`src/rtl/aib_arb_pkg.sv`:
```
// Shared types and widths for the AIB Tx arbiter and its round-robin picker.
package aib_arb_pkg;

  localparam int AIB_ARB_ID_W   = 4;
  localparam int AIB_ARB_PLD_W  = 68;
  localparam int AIB_ARB_BEAT_W = AIB_ARB_ID_W + AIB_ARB_PLD_W;

  // ARB: free round-robin choice; LOCK: only the packet owner may send.
  typedef enum logic {
    ARB  = 1'b0,
    LOCK = 1'b1
  } arb_state_e;

  // One channel beat: source ID in the top nibble, payload below it.
  typedef struct packed {
    logic [AIB_ARB_ID_W-1:0]  id;
    logic [AIB_ARB_PLD_W-1:0] payload;
  } arb_beat_t;

endpackage

```
`src/rtl/aib_rr_pick.sv`:
```
// Combinational round-robin priority picker: first eligible requester
// searching from i_ptr upward, wrapping modulo N. Returns a one-hot grant
// and the encoded winner (zero when nothing is eligible).
module aib_rr_pick #(
  parameter int N     = 4,
  parameter int PTR_W = $clog2(N)
) (
  input  logic [N-1:0]     i_elig,
  input  logic [PTR_W-1:0] i_ptr,
  output logic [N-1:0]     o_grant,
  output logic [PTR_W-1:0] o_winner
);

  logic [PTR_W:0] w_idx;
  logic           w_found;

  // Walk the rotated priority order and latch onto the first eligible slot.
  always_comb begin
    o_grant  = '0;
    o_winner = '0;
    w_found  = 1'b0;
    w_idx    = '0;
    for (int k = 0; k < N; k++) begin
      w_idx = {1'b0, i_ptr} + (PTR_W + 1)'(k);
      if (w_idx >= (PTR_W + 1)'(N)) w_idx = w_idx - (PTR_W + 1)'(N);
      if (!w_found && i_elig[w_idx[PTR_W-1:0]]) begin
        w_found                     = 1'b1;
        o_grant[w_idx[PTR_W-1:0]]   = 1'b1;
        o_winner                    = w_idx[PTR_W-1:0];
      end
    end
  end

endmodule

```
`src/rtl/aib_tx_arbiter.sv`:
```
// AIB channel Tx arbiter: NUM_REQ requesters share one 72-bit valid/ready
// channel. Round-robin between packets, no interleaving inside a packet.
// Optional per-requester credit gating is compiled in with AIB_ARB_CREDIT_EN.
//
// Handshake: a beat moves when valid & ready are both high on a clock edge;
// valid never waits for ready, and a raised valid holds its data until taken.
module aib_tx_arbiter
  import aib_arb_pkg::*;
#(
  parameter int NUM_REQ = 4,
  parameter int CREDITS = 8
) (
  input  logic                                    i_aib_clk,
  input  logic                                    i_rst_n,
  input  logic [NUM_REQ-1:0]                      i_req_valid,
  output logic [NUM_REQ-1:0]                      o_req_ready,
  input  logic [NUM_REQ-1:0]                      i_req_last,
  input  logic [NUM_REQ-1:0][AIB_ARB_PLD_W-1:0]   i_req_data,
  output logic                                    o_tx_valid,
  input  logic                                    i_tx_ready,
  output logic [AIB_ARB_BEAT_W-1:0]               o_tx_data,
  output logic                                    o_busy
`ifdef AIB_ARB_CREDIT_EN
  ,
  input  logic                                    i_crd_ret_valid,
  input  logic [AIB_ARB_ID_W-1:0]                 i_crd_ret_id,
  output logic                                    o_crd_err
`endif
);

  localparam int PTR_W = $clog2(NUM_REQ);

  arb_state_e         r_state;
  arb_state_e         w_next_state;
  logic [PTR_W-1:0]   r_ptr;
  logic [PTR_W-1:0]   r_owner;
  logic               r_tx_valid;
  arb_beat_t          r_tx_data;

  logic               w_load_en;
  logic [NUM_REQ-1:0] w_elig;
  logic [NUM_REQ-1:0] w_pick_grant;
  logic [PTR_W-1:0]   w_pick_win;
  logic [NUM_REQ-1:0] w_grant;
  logic [PTR_W-1:0]   w_win;
  logic               w_accept;
  logic               w_acc_last;
  logic [PTR_W-1:0]   w_ptr_nxt;

  // The output register may load when it is empty or being drained this cycle.
  assign w_load_en  = !r_tx_valid || i_tx_ready;
  assign o_req_ready = (i_rst_n && w_load_en) ? w_grant : '0;
  assign w_accept   = |o_req_ready;
  assign w_acc_last = i_req_last[w_win];
  assign w_ptr_nxt  = (w_win == PTR_W'(NUM_REQ - 1)) ? '0 : w_win + PTR_W'(1);

`ifdef AIB_ARB_CREDIT_EN
  localparam int CRD_W = $clog2(CREDITS + 1);

  logic [CRD_W-1:0]   r_credit [NUM_REQ];
  logic               r_crd_err;
  logic [NUM_REQ-1:0] w_ret_hit;
  logic [NUM_REQ-1:0] w_ret_ovf;
  logic               w_ret_bad_id;

  assign w_ret_bad_id = i_crd_ret_valid && (int'(i_crd_ret_id) >= NUM_REQ);
  assign o_crd_err    = r_crd_err;

  // A requester competes only while it has a valid beat and credit left.
  always_comb begin
    for (int i = 0; i < NUM_REQ; i++) w_elig[i] = i_req_valid[i] && (r_credit[i] != '0);
  end

  // Classify a credit return: a return into a full counter (with no
  // simultaneous spend to absorb it) is an overflow and is discarded.
  always_comb begin
    w_ret_hit = '0;
    w_ret_ovf = '0;
    for (int i = 0; i < NUM_REQ; i++) begin
      if (i_crd_ret_valid && (i_crd_ret_id == AIB_ARB_ID_W'(i))) begin
        if ((r_credit[i] == CRD_W'(CREDITS)) && !o_req_ready[i]) w_ret_ovf[i] = 1'b1;
        else                                                      w_ret_hit[i] = 1'b1;
      end
    end
  end

  // Credit counters: spend on accept, refill on return, both cancel out.
  always_ff @(posedge i_aib_clk or negedge i_rst_n) begin
    if (!i_rst_n) begin
      for (int i = 0; i < NUM_REQ; i++) r_credit[i] <= CRD_W'(CREDITS);
      r_crd_err <= 1'b0;
    end else begin
      for (int i = 0; i < NUM_REQ; i++) begin
        if (o_req_ready[i] && !w_ret_hit[i])      r_credit[i] <= r_credit[i] - CRD_W'(1);
        else if (!o_req_ready[i] && w_ret_hit[i]) r_credit[i] <= r_credit[i] + CRD_W'(1);
      end
      if (w_ret_bad_id || (|w_ret_ovf)) r_crd_err <= 1'b1;
    end
  end
`else
  assign w_elig = i_req_valid;
`endif

  aib_rr_pick #(
    .N     (NUM_REQ),
    .PTR_W (PTR_W)
  ) u_pick (
    .i_elig   (w_elig),
    .i_ptr    (r_ptr),
    .o_grant  (w_pick_grant),
    .o_winner (w_pick_win)
  );

  // FSM state register.
  always_ff @(posedge i_aib_clk or negedge i_rst_n) begin
    if (!i_rst_n) r_state <= ARB;
    else          r_state <= w_next_state;
  end

  // FSM next state: lock on a non-last beat, unlock on the owner's last beat.
  always_comb begin
    w_next_state = r_state;
    case (r_state)
      ARB:     if (w_accept && !w_acc_last) w_next_state = LOCK;
      LOCK:    if (w_accept && w_acc_last)  w_next_state = ARB;
      default: w_next_state = ARB;
    endcase
  end

  // FSM outputs: picker result in ARB, owner-only grant in LOCK.
  always_comb begin
    w_grant = '0;
    w_win   = r_owner;
    case (r_state)
      ARB: begin
        w_grant = w_pick_grant;
        w_win   = w_pick_win;
      end
      LOCK:    w_grant[r_owner] = w_elig[r_owner];
      default: w_grant = '0;
    endcase
  end

  // Pointer advances only on packet completion; owner is captured on lock.
  always_ff @(posedge i_aib_clk or negedge i_rst_n) begin
    if (!i_rst_n) begin
      r_ptr   <= '0;
      r_owner <= '0;
    end else if (w_accept) begin
      if (w_acc_last) r_ptr   <= w_ptr_nxt;
      else            r_owner <= w_win;
    end
  end

  // Single-stage output register towards the channel.
  always_ff @(posedge i_aib_clk or negedge i_rst_n) begin
    if (!i_rst_n) begin
      r_tx_valid <= 1'b0;
      r_tx_data  <= '0;
    end else if (w_load_en) begin
      r_tx_valid <= w_accept;
      if (w_accept) begin
        r_tx_data.id      <= AIB_ARB_ID_W'(w_win);
        r_tx_data.payload <= i_req_data[w_win];
      end
    end
  end

  assign o_tx_valid = r_tx_valid;
  assign o_tx_data  = r_tx_data;
  assign o_busy     = (r_state == LOCK) || r_tx_valid;

endmodule

```
`config.mk`:
```
export PLATFORM = sky130hd
export DESIGN_NAME = aib_tx_arbiter
export DESIGN_NICKNAME = d
export VERILOG_FILES = /design/src/rtl/aib_arb_pkg.sv /design/src/rtl/aib_rr_pick.sv /design/src/rtl/aib_tx_arbiter.sv
export SDC_FILE = /design/constraint.sdc
export NUM_CORES = 1
export LEC_CHECK = 0
export CAP_MARGIN = 0
export CORE_AREA = 2 2 140 142
export CTS_CLUSTER_DIAMETER = 30
export CTS_CLUSTER_SIZE = 30
export DETAILED_ROUTE_END_ITERATION = 6
export DIE_AREA = 0 0 142 144
export MAX_ROUTING_LAYER = met4
export PLACE_DENSITY = 0.68
export SLEW_MARGIN = 20
export SYNTH_ARGS = -nofsm -noshare
export SYNTH_HDL_FRONTEND = slang
export SYNTH_SLANG_ARGS = --single-unit
```
`constraint.sdc`:
```
create_clock -name i_aib_clk -period 4.2 [get_ports i_aib_clk]
set_input_delay 0.63 -clock i_aib_clk [delete_from_list [all_inputs] [get_ports i_aib_clk]]
set_output_delay 0.63 -clock i_aib_clk [all_outputs]
set_load 0.05 [all_outputs]
```
# Word-level counts from Yosys, hierarchy flattened
# Index checks and enable logic that the tools add are counted.
[op_classes] addsub=8 n_lt_le_gt_ge=15 n_eq_ne=1 n_mux=46 bitwise_logic=6 n_reduce_logical=22
[ops] operator="$bmux W68 S2" n=1
[ops] operator="$mux W68" n=1
[ops] operator="$mux W2" n=10
[ops] operator="$mux W4" n=5
[ops] operator="$lt A2 B3 Y1 const B" n=6
[ops] operator="$mux W1" n=16
[ops] operator="$bmux W1 S2" n=6
[ops] operator="$or A4 B4 Y4" n=3
[ops] operator="$logic_and A1 B1 Y1" n=11
[ops] operator="$demux W1 S2" n=5
[ops] operator="$ge A2 B1 Y1 const B" n=5
[ops] operator="$ge A3 B3 Y1 const B" n=3
[ops] operator="$pmux W4 S2" n=1
[ops] operator="$sub A2 B1 Y2 const B" n=4
[ops] operator="$add A2 B2 Y3 const B" n=2
[ops] operator="$reduce_and A2 Y1" n=3
[ops] operator="$logic_not A1 Y1" n=5
[ops] operator="$and A4 B4 Y4" n=1
[ops] operator="$reduce_or A4 Y1" n=1
[ops] operator="$add A2 B1 Y3 const B" n=1
[ops] operator="$ge A2 B3 Y1 const B" n=1
[ops] operator="$add A2 B1 Y2 const B" n=1
[ops] operator="$eq A2 B2 Y1 const B" n=1
[ops] operator="$logic_or A1 B1 Y1" n=2
[ops] operator="other kinds (2)" n=3
[totals] regBits=76 in_bits=283 wordCells=104

# Logic depth before layout (Yosys ltp)
[logic_depth] word_depth=21 depth_mapped=15 mapped_depth_nobuf=11

# By module
# A second synthesis with hierarchy kept.
[hier_totals] cells_unflattened=339 hier_area_um2=5250.0
[modules_own_cells] module="aib_tx_arbiter" n_inst=1 cells_per_inst=274 area_per_inst_um2=4760.8 seq_area_each_um2=1901.8
[modules_own_cells] module="aib_rr_pick" n_inst=1 cells_per_inst=65 area_per_inst_um2=489.2 seq_area_each_um2=0.0

# Least setup slack after synthesis
# No wires, ideal clock.
[synth_timing] path_type="register to register" start="reg r_ptr[0]" end="reg r_tx_data (netlist bit o_tx_data[45])" setup_time_ns=0.125 arrival_ns=4.351 required_ns=4.075 path_slack_ns=-0.276 stages_incl_launch_ff=15 period_less_slack_ns=4.476 path_cell_list="dfrtp_1 > buf_6 > clkbuf_1 > inv_1 > ha_1 > clkbuf_1 > mux2_2 > or3_1 > a21o_1 > o211ai_1 > a211o_4 > or2_1 > buf_6 > buf_6 > mux2_4"
[synth_between] elab_chain_len=18 elab_cells_between_ends=70
[synth_rtl] item="from (decl)" line="aib_tx_arbiter.sv:35" rtl="logic [PTR_W-1:0] r_ptr;"
[synth_rtl] item="from (signal assigned)" line="aib_tx_arbiter.sv:150" rtl="if (w_acc_last) r_ptr <= w_ptr_nxt;"
[synth_rtl] item="parallel branches: the longest is 13 deep, another holds $add A2 B1 Y3"
[synth_rtl] item="$mux W4 (*)" line="aib_rr_pick.sv:26" rtl="if (!w_found && i_elig[w_idx[PTR_W-1:0]]) begin"
[synth_rtl] item="$pmux W4 S2 (*)" line="aib_tx_arbiter.sv:134" rtl="case (r_state)"
[synth_rtl] item="$mux W4 (*)" line="aib_tx_arbiter.sv:52" rtl="assign o_req_ready = (i_rst_n && w_load_en) ? w_grant : '0;"
[synth_rtl] item="via o_req_ready[1]" line="aib_tx_arbiter.sv:16" rtl="output logic [NUM_REQ-1:0] o_req_ready,"
[synth_rtl] item="$reduce_or A4 Y1 (*)" line="aib_tx_arbiter.sv:53" rtl="assign w_accept = |o_req_ready;"
[synth_rtl] item="$reduce_and A2 Y1 (no source line) (*)"
[synth_rtl] item="to (decl)" line="aib_tx_arbiter.sv:38" rtl="arb_beat_t r_tx_data;"
# Mark *: on every way through the listed nets, which the timed path passes. The select of a mux whose other input is x is not followed.
# A chain may end at the register's enable or synchronous reset.

# Worst setup path in the final report
[layout_timing] start="in i_req_valid[2]" end="out o_req_ready[2]"
[layout_between] elab_chain_len=14 elab_cells_between_ends=29
[layout_rtl] item="from (decl)" line="aib_tx_arbiter.sv:15" rtl="input logic [NUM_REQ-1:0] i_req_valid,"
[layout_rtl] item="$bmux W1 S2" line="aib_rr_pick.sv:26"
[layout_rtl] item="$mux W1 (not written as such)" line="aib_rr_pick.sv:26"
[layout_rtl] item="$mux W1" line="aib_rr_pick.sv:26"
[layout_rtl] item="$logic_not A1 Y1" line="aib_rr_pick.sv:26"
[layout_rtl] item="$logic_and A1 B1 Y1" line="aib_rr_pick.sv:26"
[layout_rtl] item="$mux W1" line="aib_rr_pick.sv:26"
[layout_rtl] item="$logic_not A1 Y1" line="aib_rr_pick.sv:26"
[layout_rtl] item="$logic_and A1 B1 Y1" line="aib_rr_pick.sv:26"
[layout_rtl] item="$mux W1" line="aib_rr_pick.sv:26"
[layout_rtl] item="$logic_not A1 Y1" line="aib_rr_pick.sv:26"
[layout_rtl] item="$logic_and A1 B1 Y1" line="aib_rr_pick.sv:26"
[layout_rtl] item="$mux W4" line="aib_rr_pick.sv:26"
[layout_rtl] item="$pmux W4 S2 (*)" line="aib_tx_arbiter.sv:134"
[layout_rtl] item="$mux W4 (*)" line="aib_tx_arbiter.sv:52"
[layout_rtl] item="to (decl)" line="aib_tx_arbiter.sv:16"
# Every way passes the cells marked *; elsewhere a longest branch is shown, timed or not. The select of a mux whose other input is x is not followed.

==> qor.tcl <==
set qor(globalRouteTotalUtil_pct) 20.4
set qor(r2r.worst_path.cells) 10
set qor(final.setup_skew_ns) 0.00606
set qor(clk_pin_slew_ns) 0.06
set qor(syn_avg_cell_area_um2) 15.1
set qor(cts-hold-fix-buffers) 0
set qor(synth_top_cell_by_area) {sky130_fd_sc_hd__dfrtp_1}
set qor(synth.cell_area_um2) 5660
set qor(grt_pass1_vias) 5228
set qor(grt.overflow.total) 0
set qor(cts-root-buf) {sky130_fd_sc_hd__clkbuf_16}
set qor(critical_path.max_stage_delay_ns) 0.62
set qor(hpwl_after_dpl_mm) 17.0
set qor(via_total_after_detailed_routing) 4958
set qor(routed_wl_mm) 21.0
set qor(drt-wirelength-per-cell_um) 21.6
set qor(netlist.area_leader.share_pct) 33.6
set qor(worst-setup-path-type) {input pin to primary output}
set qor(clk_latency_ns) 0.34
set qor(crit_path_top_delay_cell) {sky130_fd_sc_hd__mux4_2}
set qor(postCtsResizedCells) 0
set qor(synth-async-reset-ratio_pct) 100
set qor(n_fill_cell) 1581
set qor(layout-drive-gt1-share_pct) 26.6
set qor(grt_pass1_wl_mm) 30.3
set qor(most_numerous_cell_in_the_yosys_netlist) {sky130_fd_sc_hd__dfrtp_1}
set qor(drtIter0Drc) 245
set qor(timing.slew.headroom_pct) 57.3
set qor(detailedPlace.worstSlack_ns) 0.256
set qor(path_type_of_the_worst_min_delay_path) {input pin to async pin}
set qor(grt_setup_unrepaired) {no}
set qor(layout-area-overhead-vs-synth_pct) 74.4
set qor(timing.fmax_mhz) 276
set qor(synth_seq_cells) 76
set qor(type_of_element_capturing_the_critical_path) {primary output}
set qor(tightest_slew_ns) 0.638
set qor(hold_viol) 0
set qor(clock_tree.htree_level_count) 3
set qor(ant_nets) 0
set qor(fin_crit_sh_pct) 86.3
set qor(power.density_cell_area_nw_per_um2) 969
set qor(crit_required_ns) 3.57
set qor(final_estimated_routing_congestion_in_global_placement) 0.877
set qor(dominantRegCellSynth) {sky130_fd_sc_hd__dfrtp_1}
set qor(ios) 361
set qor(drt_pass1_iterations) 4
set qor(cts_tree) {done}
set qor(startpoint_type) {input pin}
set qor(yosysWarningCount) 0
set qor(synth_edf_count) 0
set qor(maxCapViolations) 0
set qor(synth-seq-area-share_pct) 33.6
set qor(port-buffer-count) 358
set qor(series_of_cell_instances_along_the_critical_path) {clkdlybuf4s50_1, mux4_2, or3b_1, a2111oi_0, a311o_2, buf_12}
set qor(run_status) {complete, no violations}
set qor(clockBufferDepth) 2
set qor(period_minus_slack_ns) 3.62
set qor(multi_input_comb_area_um2) 3480
set qor(setup_tns_ns) 0
set qor(clock_sink_count) 76
set qor(setup_ws_ns) 0.577
set qor(core_area_um2) 19100
set qor(critPathMaxFanout) 10
set qor(maxSlewViolCount) 0
set qor(die-width_um) 142
set qor(finish.net_count) 1022
set qor(leakagePower_nw) 3.94
set qor(floorplan.initialDensity_pct) 29.7
set qor(worst-r2r-setup-slack_ns) 0.70
set qor(critical_path.reg2reg.endpoint) {o_tx_data[44]$_DFFE_PN0P_}
set qor(synth_cell_types) 56
set qor(rows) 51
set qor(die_area_um2) 20400
set qor(grt_antenna_before_repair) 1
set qor(synth_area_leaders) {sky130_fd_sc_hd__dfrtp_1, sky130_fd_sc_hd__mux4_2, sky130_fd_sc_hd__mux2_4}
set qor(drt_drc_violations_left) 0
set qor(netlist_top_cells_count) {sky130_fd_sc_hd__dfrtp_1, sky130_fd_sc_hd__mux4_2, sky130_fd_sc_hd__mux2_4}
set qor(cts.repair_timing.setup_buffer_count) 0
set qor(via_per_inst) 5.09
set qor(worstPathArrival_ns) 2.99
set qor(tritoncts.num_buffers) 9
set qor(synthCells) 374
set qor(peakVddDrop_v) 0.000396
set qor(worst_r2r_startpoint) {r_ptr[0]$_DFFE_PN0P_}
set qor(grt_max_degree) 49
set qor(setup_viol) 0
set qor(die_height_um) 144
set qor(final-seq-area_um2) 1900
-- worst max-delay path by stage --
stage                    startpoint                        end  slack [ns]  cells past startpoint
2_1_floorplan  r_ptr[0]$_DFFE_PN0P_  o_tx_data[45]$_DFFE_PN0P_        0.01                     14
3_3_place_gp         i_req_valid[1]  o_tx_data[52]$_DFFE_PN0P_        0.29                      9
3_5_place_dp         i_req_valid[1]  o_tx_data[53]$_DFFE_PN0P_        0.26                      9
4_1_cts              i_req_valid[1]             o_req_ready[2]        0.58                      6
5_1_grt        r_ptr[0]$_DFFE_PN0P_             o_req_ready[3]        0.43                      9
6_report             i_req_valid[2]             o_req_ready[2]        0.58                      6
-- state kept, by name, summed over array words and instances (netlist names), named ones only --
register,cells
o_tx_data,70
r_owner,2
r_ptr,2
o_tx_valid,1
-- cell families (layout without fill, tap and decap cells) --
family | after synthesis | in the layout | synth area share (%)
mux | 149 | 149 | 48.3
flops | 76 | 76 | 33.6
compound gates | 50 | 50 | 6.79
simple gates | 46 | 46 | 4.16
buf+inv | 44 | 405 | 5.28
fa+ha+maj | 8 | 8 | 1.77
other cells | 1 | 3 | 0.0663
-- cell type report --
type | count | share of cell area, %
tap | 238 | 3.02
clock buffer | 11 | 2.46
inverter | 9 | 0.342
antenna | 1 | 0.0254
clock inverter | 5 | 0.608
multi-input combinational | 255 | 35.3
timing repair buffer | 380 | 39.0
sequential | 76 | 19.3
-- per-layer routing --
layer / global-route usage [%] / wire length (µm) / vias up
li1: - / - / 2207
met1: 24.4 / 8440 / 2498
met2: 34.7 / 10800 / 231
met3: 4.87 / 1420 / 22
met4: 5.32 / 363 / 0
met5: - / 0 / -
-- layout by cell type, fill, tap and decap left out, types with 3 or more instances in the layout --
master / synthesis / final
sky130_fd_sc_hd__mux2i_1: 4 / 4
sky130_fd_sc_hd__mux2_2: 6 / 6
sky130_fd_sc_hd__ha_1: 8 / 8
sky130_fd_sc_hd__buf_4: 2 / 18
sky130_fd_sc_hd__mux2_4: 67 / 67
sky130_fd_sc_hd__inv_1: 9 / 9
sky130_fd_sc_hd__a21o_1: 3 / 3
sky130_fd_sc_hd__nor2_1: 8 / 8
sky130_fd_sc_hd__mux4_2: 72 / 72
sky130_fd_sc_hd__dfrtp_1: 76 / 76
sky130_fd_sc_hd__and2_1: 3 / 3
sky130_fd_sc_hd__nand2_1: 12 / 11
sky130_fd_sc_hd__nand3_1: 5 / 5
sky130_fd_sc_hd__clkbuf_16: 0 / 9
sky130_fd_sc_hd__clkdlybuf4s50_1: 0 / 353
sky130_fd_sc_hd__o211ai_1: 4 / 4
sky130_fd_sc_hd__nand2b_1: 4 / 4
sky130_fd_sc_hd__buf_12: 6 / 9
sky130_fd_sc_hd__a21oi_1: 11 / 10
sky130_fd_sc_hd__a211oi_1: 4 / 4
-- critical path: cells and delay by family --
kind | cells | cell delay [ns]
mux | 1 | 0.62
buf+inv | 2 | 0.70
compound gates | 2 | 0.66
simple gates | 1 | 0.37
-- stage by stage --
stage	hold WS, ns	instance area, µm²	utilization [%]	power (mW)	std cells
2_1_floorplan	0.334	5670	-	6.85	375
3_3_place_gp	0.461	9570	50.1	8.74	958
3_5_place_dp	0.462	9570	50.1	8.84	958
4_1_cts	0.0936	9870	51.7	9.68	974
5_1_grt	0.0961	9870	51.7	10.1	975
6_report	0.111	9870	51.7	9.57	975
-- power by group --
part	total [mW]	switching, mW	internal [mW]
Sequential	1.43	0.269	1.16
Clock	0.786	0.307	0.479
Combinational	7.35	3.61	3.74
Total	9.57	4.19	5.38
No activity file was read; power rests on OpenSTA's default activity.
==> RTL edit: new RTL, config.mk and constraints unchanged <==
Add a define of `AIB_ARB_CREDIT_EN`.
--- a/src/rtl/aib_tx_arbiter.sv
+++ b/src/rtl/aib_tx_arbiter.sv
@@ -4,6 +4,8 @@
 //
 // Handshake: a beat moves when valid & ready are both high on a clock edge;
 // valid never waits for ready, and a raised valid holds its data until taken.
+`define AIB_ARB_CREDIT_EN
+
 module aib_tx_arbiter
   import aib_arb_pkg::*;
 #(
Interface: changed (added i_crd_ret_id, i_crd_ret_valid and o_crd_err); port bits go from 361 to 367. The function was not compared with the original's and may differ.
==> RTL edit against the original RTL <==
- sequential cell count up 17
- total power is 8.2% higher
- setup slack worse by 0.28 ns
- routed wire length is 36% higher
- global-route usage up 7.8 points
- critical path depth grew 6
- worst hold slack improved by 0.25 ns
- cell area up 15%
- non-clock buffer count is 14 higher
- synthesized area up 26%
- utilization is 7.9 points higher
- die area is the same
- critical endpoint is now o_tx_data[26]
- largest cell class is now multi-input gates
==> RTL edit: results (changes against the original RTL) <==
status finished clean (unchanged); DR iter-0 viols 508 (was 245); Worst VDD drop 0.681 mV (was 0.396 mV); post-synthesis adder-cell area fraction 4.11% (was 1.77%); worst path arrival time 4.16 ns (was 2.99 ns); mux share of post-synthesis cell area 3.93% (was 48.3%); fin nets 1594 (was 1022); met2 wire length 14500 microns (was 10800 microns); largest net degree at the start of global routing 139 (was 49); clock skew 0.0113 ns (was 0.00606 ns); met2 Use GR 48.3% (was 34.7%); drt first pass iters 5 (was 4); sequential share of power 17.3% (was 14.9%); first-pass GRT wire length 42800 microns (was 30300 microns); Vias per Instance 5.21 (was 5.09); critical path fanouts, max 41 (was 10); Total GRT Usage 28.2% (was 20.4%); Reg2Reg Depth 12 (was 10); clk slew on worst S/H paths 0.08 ns (was 0.06 ns); synth cell count leaders nand2_1 (361), and3_1 (137), dfrtp_1 (89) (was dfrtp_1 (76), mux4_2 (72), mux2_4 (67)); fraction of layout cells with a size suffix above 1 6.67% (was 26.6%); XOR/XNOR share of the synthesized area 0.984% (was 0%); Worst R2R Setup Slack 0.30 ns (was 0.70 ns); max FFs per register 70 (unchanged); sequential element share of the synthesized area 32.7% (was 33.6%); vias in the first global route 7767 (was 5228); leak pwr 0.00518 uW (was 0.00394 uW); post-CTS setup buffers 0 (unchanged); Synth Area in Compound Gates 16.2% (was 6.79%); Clk. pwr 854 uW (was 786 uW); IO buf count 364 (was 358); Crit-path slowest cell o41ai_2 (was mux4_2); met1 usage 32.5% (was 24.4%); switch share 52.7% (was 43.8%); drt total wl 28500 microns (was 21000 microns); ranking of synthesized cells by area dfrtp_1 (31%), nand2_1 (19%), and3_1 (12%) (was dfrtp_1 (34%), mux4_2 (29%), mux2_4 (18%)); post-detail-place hpwl 22100 microns (was 17000 microns); GP Congestion 0.917 (was 0.877); WL met3 2010 microns (was 1420 microns); Crit path largest cell delay 0.67 ns (was 0.62 ns); Worst path top cell family by delay compound AO/OA/AOI/OAI gates (was buffers and inverters); Unique masters post-synth 65 (was 56); WL met1 11200 microns (was 8440 microns); Slew headroom 52.8% (was 57.3%)
==> RTL edit: changes by cell type after synthesis, moves of 12 or more <==
| cell | delta |
|---|---|
| nand2_1 | +349 |
| and3_1 | +136 |
| o31ai_1 | +70 |
| mux4_2 | -68 |
| mux2_4 | -67 |
| clkbuf_1 | +34 |
| dfrtp_1 | +13 |
| inv_1 | +13 |
| nor2_1 | +13 |
| nor3_1 | +12 |
==> RTL edit: stage by stage <==
stage / hold WS [ns] / std cells / total power [uW] / area (sq um) / setup slack [ns]
final: 0.365 / 1530 / 10400 / 11400 / 0.295
after global routing: 0.409 / 1530 / 11200 / 11400 / 0.0542
after CTS: 0.394 / 1528 / 10400 / 11400 / 0.261
after detailed placement: 0.465 / 1512 / 9540 / 11100 / 0.0642
after global placement: 0.461 / 1512 / 9470 / 11100 / 0.139
after floorplan: 0.334 / 951 / 7080 / 7130 / 0.0360
==> RTL edit: final timing paths <==
path                            endpoint    startpoint
max in group asynchronous  o_tx_data[35]       i_rst_n
max reg2reg                o_tx_data[26]   r_credit[5]
min reg2reg                 o_tx_data[6]  o_tx_data[6]
min                         r_credit[14]       i_rst_n
max                        o_tx_data[26]   r_credit[5]
min in group i_aib_clk      o_tx_data[6]  o_tx_data[6]
==> RTL edit: logic make-up (layout without fill, tap and decap cells) <==
group	after synthesis	in the layout
xor+xnor	8	8
fa+ha+maj	21	21
mux	22	22
buf+inv	96	435
simple gates	562	562
flops	93	93
other cells	1	4
compound gates	147	147
==> RTL edit: layout make-up <==
cell class                 instances  area (sq um)
fill                            1793          7700
timing repair buffer             394          3980
sequential                        93          2330
inverter                          25          96.3
multi-input combinational        762          4360
clock inverter                     6          72.6
antenna                            2          5.00
tap                              238           298
clock buffer                      10           229
